## src/rtl/fp_norm_round_pack.sv

```systemverilog
// Normalise / round-to-nearest-even / pack back end of the single-precision add/sub path.
// state | meaning
// IDLE  | waiting for a mantissa-stage result (in_ready=1)
// NORM  | one left shift per cycle until the hidden bit is set, or special-case exit
// ROUND | RNE increment of the fraction, carry into exponent, overflow detect
// DONE  | result and flags presented until out_ready
module fp_norm_round_pack #(
    parameter int EXP_W  = 8,
    parameter int FRAC_W = 23
) (
    input  logic                     clk,
    input  logic                     rst_n,
    input  logic                     in_valid,
    output logic                     in_ready,
    input  logic                     sign,
    input  logic                     operator,
    input  logic [EXP_W-1:0]         exp,
    input  logic [FRAC_W+2:0]        mantis,
    input  logic                     loss,
    output logic                     out_valid,
    input  logic                     out_ready,
    output logic [EXP_W+FRAC_W:0]    result,
    output logic                     overflow,
    output logic                     underflow,
    output logic                     inexact
);

    localparam logic [EXP_W-1:0] EXP_MAX = '1;
    localparam logic [EXP_W-1:0] EXP_ONE = EXP_W'(1);

    typedef enum logic [1:0] {IDLE, NORM, ROUND, DONE} state_t;

    state_t                  state_q, state_d;
    logic                    sign_q, sign_d;
    logic                    op_q, op_d;
    logic [EXP_W-1:0]        exp_q, exp_d;
    logic [FRAC_W+2:0]       mant_q, mant_d;
    logic                    loss_q, loss_d;
    logic [EXP_W+FRAC_W:0]   result_q, result_d;
    logic                    ovf_q, ovf_d;
    logic                    unf_q, unf_d;
    logic                    inx_q, inx_d;

    logic                    rnd_g, rnd_r, rnd_lsb, rnd_up;
    logic [FRAC_W:0]         frac_sum;
    logic [EXP_W-1:0]        exp_rnd;

    assign rnd_g    = mant_q[1];
    assign rnd_r    = mant_q[0];
    assign rnd_lsb  = mant_q[2];
    assign rnd_up   = rnd_g & (rnd_r | loss_q | rnd_lsb);
    assign frac_sum = {1'b0, mant_q[FRAC_W+1:2]} + {{FRAC_W{1'b0}}, rnd_up};
    // A carry out of the fraction leaves an all-zero fraction and bumps the exponent.
    assign exp_rnd  = exp_q + {{(EXP_W-1){1'b0}}, frac_sum[FRAC_W]};

    always_comb begin
        state_d  = state_q;
        sign_d   = sign_q;
        op_d     = op_q;
        exp_d    = exp_q;
        mant_d   = mant_q;
        loss_d   = loss_q;
        result_d = result_q;
        ovf_d    = ovf_q;
        unf_d    = unf_q;
        inx_d    = inx_q;
        case (state_q)
            IDLE: begin
                if (in_valid) begin
                    sign_d  = sign;
                    op_d    = operator;
                    exp_d   = exp;
                    mant_d  = mantis;
                    loss_d  = loss;
                    ovf_d   = 1'b0;
                    unf_d   = 1'b0;
                    inx_d   = 1'b0;
                    state_d = NORM;
                end
            end
            NORM: begin
                if (mant_q == '0) begin
                    // Exact cancellation of an effective subtraction yields +0.
                    result_d = {sign_q & ~op_q, {(EXP_W+FRAC_W){1'b0}}};
                    inx_d    = loss_q;
                    state_d  = DONE;
                end else if (exp_q == EXP_MAX) begin
                    result_d = {sign_q, EXP_MAX, {FRAC_W{1'b0}}};
                    ovf_d    = 1'b1;
                    state_d  = DONE;
                end else if ((exp_q == '0) || (!mant_q[FRAC_W+2] && (exp_q == EXP_ONE))) begin
                    result_d = {sign_q, {(EXP_W+FRAC_W){1'b0}}};
                    unf_d    = 1'b1;
                    state_d  = DONE;
                end else if (mant_q[FRAC_W+2]) begin
                    state_d = ROUND;
                end else begin
                    mant_d = {mant_q[FRAC_W+1:0], 1'b0};
                    exp_d  = exp_q - EXP_ONE;
                end
            end
            ROUND: begin
                if (exp_rnd == EXP_MAX) begin
                    result_d = {sign_q, EXP_MAX, {FRAC_W{1'b0}}};
                    ovf_d    = 1'b1;
                end else begin
                    result_d = {sign_q, exp_rnd, frac_sum[FRAC_W-1:0]};
                end
                inx_d   = rnd_g | rnd_r | loss_q;
                state_d = DONE;
            end
            DONE: begin
                if (out_ready) begin
                    state_d = IDLE;
                end
            end
            default: state_d = IDLE;
        endcase
    end

    always_ff @(posedge clk or negedge rst_n) begin
        if (!rst_n) begin
            state_q  <= IDLE;
            sign_q   <= 1'b0;
            op_q     <= 1'b0;
            exp_q    <= '0;
            mant_q   <= '0;
            loss_q   <= 1'b0;
            result_q <= '0;
            ovf_q    <= 1'b0;
            unf_q    <= 1'b0;
            inx_q    <= 1'b0;
        end else begin
            state_q  <= state_d;
            sign_q   <= sign_d;
            op_q     <= op_d;
            exp_q    <= exp_d;
            mant_q   <= mant_d;
            loss_q   <= loss_d;
            result_q <= result_d;
            ovf_q    <= ovf_d;
            unf_q    <= unf_d;
            inx_q    <= inx_d;
        end
    end

    // Held low for the whole time reset is asserted, not just after the first edge.
    assign in_ready  = rst_n & (state_q == IDLE);
    assign out_valid = (state_q == DONE);
    assign result    = result_q;
    assign overflow  = ovf_q;
    assign underflow = unf_q;
    assign inexact   = inx_q;

endmodule
```

## config.mk

```make
export PLATFORM = sky130hd
export DESIGN_NAME = fp_norm_round_pack
export DESIGN_NICKNAME = d
export VERILOG_FILES = /design/src/rtl/fp_norm_round_pack.sv
export SDC_FILE = /design/constraint.sdc
export NUM_CORES = 1
export LEC_CHECK = 0
export CAP_MARGIN = 20
export CORE_MARGIN = 2
export CORE_UTILIZATION = 48
export DETAILED_ROUTE_END_ITERATION = 7
export MAX_ROUTING_LAYER = met4
export PLACE_DENSITY = 0.77
export REMOVE_ABC_BUFFERS = 1
export SLEW_MARGIN = 20
export SYNTH_ARGS = -nofsm -noshare
export SYNTH_HDL_FRONTEND = slang
export SYNTH_SLANG_ARGS = --single-unit
export TNS_END_PERCENT = 30
```

## constraint.sdc

```tcl
create_clock -name clk -period 2.9 [get_ports clk]
set_clock_uncertainty 0.05 [all_clocks]
set_input_delay 0.725 -clock clk [delete_from_list [all_inputs] [get_ports clk]]
set_output_delay 0.725 -clock clk [all_outputs]
set_load 0.005 [all_outputs]
```

## Word level (Yosys, flattened, before mapping)

Index checks and enable logic that the tools add are counted.

| operators by class | value |
|---|---|
| bitwise logic cells | 8 |
| mux-type cells | 35 |
| reductions and logical operators | 17 |
| equality and inequality tests | 18 |
| add/subtract/negate cells | 3 |

Operators by type and width:

| kind | number |
|---|---|
| 26-bit 2-to-1 mux | 5 |
| 32-bit 2-to-1 mux | 3 |
| 32-bit one-hot mux with 2 select lines | 1 |
| 26-bit one-hot mux with 2 select lines | 1 |
| 8-bit 2-to-1 mux | 5 |
| 31-bit 2-to-1 mux | 1 |
| 26-bit logical NOT | 1 |
| 23-bit by 1-bit adder with 24-bit output | 1 |
| 2-bit inequality test, second input constant | 9 |
| 8-bit == test, second input constant | 2 |
| 8-bit one-hot mux with 2 select lines | 1 |
| 5-bit AND reduction | 3 |
| 2-bit 2-to-1 mux | 6 |
| 8-bit by 1-bit adder with 8-bit output | 1 |
| 8-bit by 1-bit == test with 1-bit output, second input constant | 1 |
| 8-bit logical NOT | 1 |
| 1-bit 2-to-1 mux | 8 |
| 2-bit one-hot mux with 4 select lines | 1 |
| 8-bit by 1-bit subtractor with 8-bit output, second input constant | 1 |
| 1-bit one-hot mux with 3 select lines | 2 |
| 3-bit AND reduction | 2 |
| 6-bit AND reduction | 1 |
| 5-bit inequality test, second input constant | 1 |
| 2-bit == test, second input constant | 2 |
| 14 further kinds | 21 |

| word-level totals | value |
|---|---|
| word-level logic and storage cells | 92 |
| input bits | 41 |
| register bits | 74 |
| output and inout bits | 37 |

## Depth between registers and ports, before layout

| depth | value |
|---|---|
| depth after elaboration | 8 |
| depth in mapped cells | 13 |

## Least setup slack after synthesis

OpenSTA, ideal clock, no wires.

| path | value |
|---|---|
| path kind | flip-flop to flip-flop |
| from | reg mant_q[4] |
| to | reg result_q[0], in the netlist result[0] |
| path slack | -83 ps |
| data arrival time | 2814 ps |
| cell stages (with the launch flop) | 14 |
| path buffers | 2 |
| library setup time | 119 ps |
| cells stage by stage | dfrtp_1 clkbuf_1 and4_1 nand3_1 nor2_1 and3_1 ha_1 ha_1 xnor2_1 o31a_1 a41oi_1 or2_4 buf_6 o21ai_2 |

| on the way | value |
|---|---|
| cells in the longest elaborated chain, start to end | 5 |
| elaborated cells on any way between the ends | 9 |

Ends and longest elaborated chain:

| element | line | source |
|---|---|---|
| from (decl) | 37 | `logic [FRAC_W+2:0] mant_q, mant_d;` |
| from (signal assigned) | 138 | `mant_q <= mant_d;` |
| 23-bit by 1-bit adder with 24-bit output | 52 | `assign frac_sum = {1'b0, mant_q[FRAC_W+1:2]} + {{FRAC_W{1'b0}}, rnd_up};` |
| 8-bit by 1-bit adder with 8-bit output | 54 | `assign exp_rnd = exp_q + {{(EXP_W-1){1'b0}}, frac_sum[FRAC_W]};` |
| 8-bit == test | 103 | `if (exp_rnd == EXP_MAX) begin` |
| 31-bit 2-to-1 mux | 103 |  |
| 32-bit one-hot mux with 2 select lines | 67 | `case (state_q)` |
| to (signal assigned) | 140 | `result_q <= result_d;` |
| to (decl) | 39 | `logic [EXP_W+FRAC_W:0] result_q, result_d;` |

Several ways; a longest one is shown, not always the timed one.
A chain may end at the register's enable or synchronous reset.

## Final worst setup path

| path | value |
|---|---|
| from | reg mant_q[20] |
| to | reg result_q[8], in the netlist result[8] |

Same word-level chain as after synthesis.

==> flow_summary.toml <==
[synth]
ys_warn_count = 0
ys_ff_latch = 74
netlist_instances = 456
ys_seq_area_share_pct = 44.55
synth_top_area_cell = "dfrtp_1"
synth_cell_types = 54
synth_top_area_share_pct = 44.55
ys_top_cells_by_area = "dfrtp_1 (45%), nand2_1 (8.4%), a22oi_1 (4.3%)"
syn_area_per_cell_um2 = 9.115
netlist_area_mm2 = 0.004156
async_reset_ff_share_pct = 100.0
synth_flop_cell = "dfrtp_1"
synth_edf_count = 0

[placed_design]
gp_congestion = 0.8765
hpwl_um = 7643
placedCellCount = 650
portBuffers = 77

[critical_path]
critical_path_class = "reg -> reg"
critical_path_arrival_ns = 3.01
cp_cell_sequence = "and3_4, and3_4, and3_1, and3_4, ha_4, ha_4, nand4_1, o31a_1, a41oi_2, or2_4, clkbuf_16, o21ai_1"
cp_max_fo = 7
critical_path_required_ns = 3.10
crit_top_cell = "and3_4"
timing.critical_path.buf_inv = 1
crit_slowest_cell = "dfrtp_1"
slowest_delay_ns = 0.38
crit_path_start_kind = "register"
end_kind = "register"
path_delay_family = "simple AND/OR/NAND/NOR gates"

[floorplanning]
core_area_mm2 = 0.008299
rows = 33
start_util_pct = 50.08
die_w_um = 97.06
ios = 78
dieArea_mm2 = 0.009420
fp.dieH_um = 97.06

[cells_and_area]
drive_above_1_share_pct = 16.49
areaGrowthSynthToFinish_pct = 34.65
diodes = 0
fin_cells = 669
post-route-util_pct = 67.44
final_nets = 612

[sta]
tightest_slew_ns = 0.9404
holdWs_ns = 0.4326
timing.final.crit_share_pct = 96.99
drv_slew = 0
relSlewSlack_pct = 37.30
hold_viol_final = 0
setup_viol = 0
fin_crit_ns = 2.813
max_clock_freq_ghz = 0.3555

[route]
first_pass_iters = 5
via_per_inst = 5.697
num_vias = 3811
wl_um = 10760
post_drt_wl_per_cell_um = 16.08
ant_nets = 0
drc = 0
drtIter0Drc = 194

[power]
peakVddDrop_v = 0.0005451
switching_power_mw = 2.406
p_int_mw = 3.702
leakagePower_nw = 2.440
p_clk_share_pct = 16.5
netSwitchingFraction_pct = 39.39
p_comb_share_pct = 53.1
power_density_mw_per_mm2 = 1091
seqPwrFrac_pct = 30.4

[flow_run]
maxCapViolCount = 0

[run_status]
outcome = "finished, final reports clean"

[global_route]
antenna_found_initial = 0
overflow = 0
grt_pass1_vias = 3829
grt_max_degree = 75
track_usage_pct = 23.82
grt_pass1_wl_um = 17730

[min_path]
hp-class = "reg -> reg"

[clock_network]
ctsHoldBuffers = 0
path_clk_slew_ns = 0.08
numCtsBuffers = 9
cts.htree.levels = 3
insertion_delay_ns = 0.35
clockBufferDepth = 2
cts-root-buf = "clkbuf_8"
cts.sinks = 74
cts_tree = "built"
==> layer usage <==
| metal | up-vias | share of wire (%) | track usage, % | wire length [um] |
|---|---|---|---|---|
| met1 | 1818 | 42 | 29.92 | 4511 |
| met4 | 0 | 3.0 | 11.16 | 323 |
| li1 | 1803 | - | - | - |
| met2 | 162 | 49 | 38.14 | 5300 |
| met5 | - | 0 | - | 0 |
| met3 | 28 | 5.8 | 3.597 | 625 |
==> final timing paths <==
check	from	end	slack (ns)	depth (start not counted)
max	mant_q[20]	result[8]	0.09	12
max reg2reg	mant_q[20]	result[8]	0.09	12
min reg2reg	result[29]	result[29]	0.43	2
max in group asynchronous	rst_n	exp_q[0]	1.63	2
min in group asynchronous	rst_n	state_q[0]	0.52	2
min	result[29]	result[29]	0.43	2
==> worst reg2reg max path, cell delays in order (launching register included) <==
cell and delay, ns:
dfrtp_1 0.38, and3_4 0.20, and3_4 0.15, and3_1 0.17
and3_4 0.18, ha_4 0.17, ha_4 0.27, nand4_1 0.11
o31a_1 0.32, a41oi_2 0.25, or2_4 0.22, clkbuf_16 0.16
o21ai_1 0.07
==> kinds of logic (layout without fill, tap and decap cells) <==
| group | Yosys count | in the layout | synth area share [%] |
|---|---|---|---|
| AND/OR/NAND/NOR | 194 | 194 | 22.85 |
| AO/OA/AOI/OAI | 98 | 98 | 16.23 |
| multiplexers | 10 | 10 | 2.619 |
| adder cells (fa/ha/maj) | 12 | 12 | 3.612 |
| flip-flops | 74 | 74 | 44.55 |
| buffers and inverters | 41 | 149 | 4.455 |
| XOR/XNOR | 27 | 27 | 5.689 |
==> power by group through the flow <==
stage | clock network (mW) | registers, mW | logic (mW)
5_1_grt | 1.07 | 1.92 | 3.58
6_report | 1.01 | 1.86 | 3.24
4_1_cts | 1.03 | 1.84 | 3.15
3_5_place_dp | 0 | 1.86 | 3.11
2_1_floorplan | 0 | 1.93 | 1.56
3_3_place_gp | 0 | 1.84 | 3.00
==> through the flow <==
step	area, um2	power [mW]	setup TNS [ns]	setup WS, ns
floorplan	4013	3.497	-0.05294	-0.02512
global placement	5250	4.841	-0.01250	-0.006271
detailed placement	5250	4.969	-2.291	-0.1193
CTS	5523	6.023	0	0.02610
global route	5597	6.581	-0.3379	-0.02957
finish	5597	6.108	0	0.08734
==> state kept, by name, summed over array words and instances (netlist names) <==
signal	cells
overflow	1
state_q	2
result	32
underflow	1
exp_q	8
inexact	1
op_q	1
sign_q	1
mant_q	26
loss_q	1
==> final cells by class <==
| cell class | instances | area [um2] |
|---|---|---|
| timing repair buffer | 122 | 1150 |
| clock inverter | 4 | 97.59 |
| clock buffer | 12 | 155.1 |
| sequential | 74 | 1852 |
| fill | 679 | 2703 |
| tap | 105 | 131.4 |
| inverter | 11 | 41.29 |
| multi-input combinational | 341 | 2170 |
==> layout by cell type, fill, tap and decap left out, drive strengths merged, types with 3 or more instances in the layout <==
cell type	netlist	final
and3	7	7
nor3b	3	3
o31ai	5	5
clkbuf	17	13
xnor2	11	11
nand2b	3	3
nor3	9	9
inv	11	11
and4	5	5
bufinv	0	3
a22oi	24	24
nand3	24	24
dfrtp	74	74
mux2i	3	3
xor2	16	16
o21ai	39	39
buf	13	45
o22ai	3	3
clkdlybuf4s50	0	76
and2	3	3
mux2	7	7
ha	12	12
nor2b	6	6
nand4	7	7
nor4	8	8
nand2	93	93
nor2	19	19
a21oi	15	15
==> cell usage after synthesis, types with 2 or more instances <==
library cell   n
nand4_1        6
nor2b_1        6
a21oi_1       15
and3_1         7
nor3_1         9
xor2_1        16
buf_6          2
clkbuf_1      17
nand2_1       93
a22oi_1       24
dfrtp_1       74
nand2b_1       3
nor3b_1        3
xnor2_1       11
o22ai_1        3
nor4_1         6
and4_1         5
inv_1         11
mux2_2         7
nand3_1       24
buf_2         10
o31a_1         2
o21ai_2       10
ha_1          12
mux2i_1        3
and2_1         3
o31ai_1        3
o21ai_1       10
o21ai_0       18
nor2_1        19
==> repair_timing <==
action | 4_1_cts | 5_1_grt
endpoints found under the setup margin | 23 | 24
pin swaps | 1 | 4
setup buffers | 1 | 1
gates cloned | 0 | 1
gates resized for setup | 3 | 7
Note: power is estimated with default switching activity, not from simulation.
==> variant: new RTL, same settings <==
`EXP_W`: 8 -> 6.
--- a/src/rtl/fp_norm_round_pack.sv
+++ b/src/rtl/fp_norm_round_pack.sv
@@ -7,3 +7,3 @@
 module fp_norm_round_pack #(
-    parameter int EXP_W  = 8,
+    parameter int EXP_W  = 6,
     parameter int FRAC_W = 23
Interface: changed (resized exp and result); port bits go from 78 to 74. No check against the original RTL was run, so the function may have changed too.
==> variant against the unedited design <==
The run now ends with setup timing left. Critical path depth fell by 2. Area after synthesis grew 4.5%. Fmax shrank 6.3%. Die area is 4.3% higher. Core utilization down 0.83 points. Sequential cell count shrank 4. Total power up 3.3%. Setup slack lost 0.19 ns. Count of clock-buffer cells in the layout is 2 lower. Final area grew 4.3%. Synthesized cell count down 16%. Routed wire length is 3.9% higher. Combinational power rose by 14%.
==> variant: results <==
set metrics [dict create \
    routabilityCongestion 0.9303 \
    worst_hold_path_type "flop to flop" \
    reg2regPathDepth 10 \
    wl_per_cell_um 18.24 \
    critPathArrivalTime_ns 3.19 \
    first_pass_iters 4 \
    synthTopCellsByCount "dfrtp_1 (70), mux2_2 (33), mux2_4 (27)" \
    cts_setup_buffers 14 \
    failed_checks "setup timing" \
    placed_cell_area_um2 5439 \
    vias 3458 \
    grt_start_max_net_pins 71 \
    cp-endpoint "overflow" \
    dp_hpwl_um 7612 \
    grt_pass1_vias 3597 \
    switching_share_pct 38.31 \
    p_leak_uw 0.002540 \
    layout.nets 551 \
    portBuffers 73 \
    dpl.cell_count 584 \
    yosysSeqAreaShare_pct 40.32 \
    nFillCells 652 \
    setup_violations 16 \
    critical_path.startpoint "mant_q[1]" \
    dpl_worst_slack_ns -0.2382 \
    first_iter_violations 126 \
    outcome "finished with violations" \
    synthTopCellsByArea "dfrtp_1 (40%), mux2_4 (9.3%), mux2_2 (8.6%), ha_1 (3.2%), mux2i_1 (2.8%)" \
    tns_ns -0.7568 \
    crit_path_top_delay_cell "or4b_4" \
    largest_reg_flops 30 \
    grt_pass1_wl_um 18550 \
    cts_buffers 9 \
    cp_max_fo 2 \
    track_usage_pct 24.79 \
    drive_above_1_share_pct 31.09 \
    syn_avg_cell_area_um2 11.40 \
    finalWirelength_um 11180 \
    vdd_ir_drop_max_mv 0.4886 \
    slew_headroom_pct 40.55 \
    ys_types 61 \
    cts_resized 7 \
    crit_path_max_incr_delay_ns 0.47 \
    clk_pin_slew_ns 0.08 \
    finalWorstSetupSlack_ns -0.1027 \
]
-- variant: power groups by stage --
stage,Combinational [uW],Sequential [uW],Clock (uW)
final,3700,1720,897
after global routing,4010,1770,957
after CTS,3630,1710,903
after detailed placement,3510,1710,0
after global placement,3430,1690,0
after floorplan,2010,1840,0
-- variant: logic make-up (layout without fill, tap and decap cells) --
kind of cell / after synthesis / after routing / synth area share [%]
fa+ha+maj: 11 / 11 / 3.168
mux: 74 / 74 / 21.17
buf+inv: 40 / 164 / 4.925
simple gates: 101 / 101 / 14.92
compound gates: 63 / 63 / 11.06
xor+xnor: 22 / 22 / 4.435
flops: 70 / 70 / 40.32
-- variant: layout make-up --
| type | instances | area [um^2] | area share [%] |
|---|---|---|---|
| multi-input cells | 271 | 2447 | 41.93 |
| flip-flops and latches | 70 | 1752 | 30.01 |
| repair buffers | 131 | 1215 | 20.81 |
| clock buffers | 10 | 137.6 | 2.358 |
| well taps | 108 | 135.1 | 2.315 |
| clock inverters | 5 | 82.58 | 1.415 |
| inverters | 18 | 67.56 | 1.158 |
-- variant: worst min path at each step --
| stage | end | from | cells past startpoint | slack (ns) |
|---|---|---|---|---|
| global placement | result[21] | result[21] | 1 | 0.43 |
| floorplan | exp_q[0] | rst_n | 0 | 0.38 |
| finish | result[18] | result[18] | 1 | 0.44 |
| detailed placement | result[17] | result[17] | 1 | 0.43 |
| CTS | result[17] | result[17] | 1 | 0.45 |
| global route | result[18] | result[18] | 1 | 0.46 |
-- variant: per-layer routing --
metal	share of wire [%]	track usage, %	wire, um	vias to the layer above
li1	-	-	-	1634
met1	44	31.98	4911	1678
met2	48	39.14	5399	119
met3	5.1	4.568	574	27
met4	2.7	9.378	298	0
met5	0	-	0	-
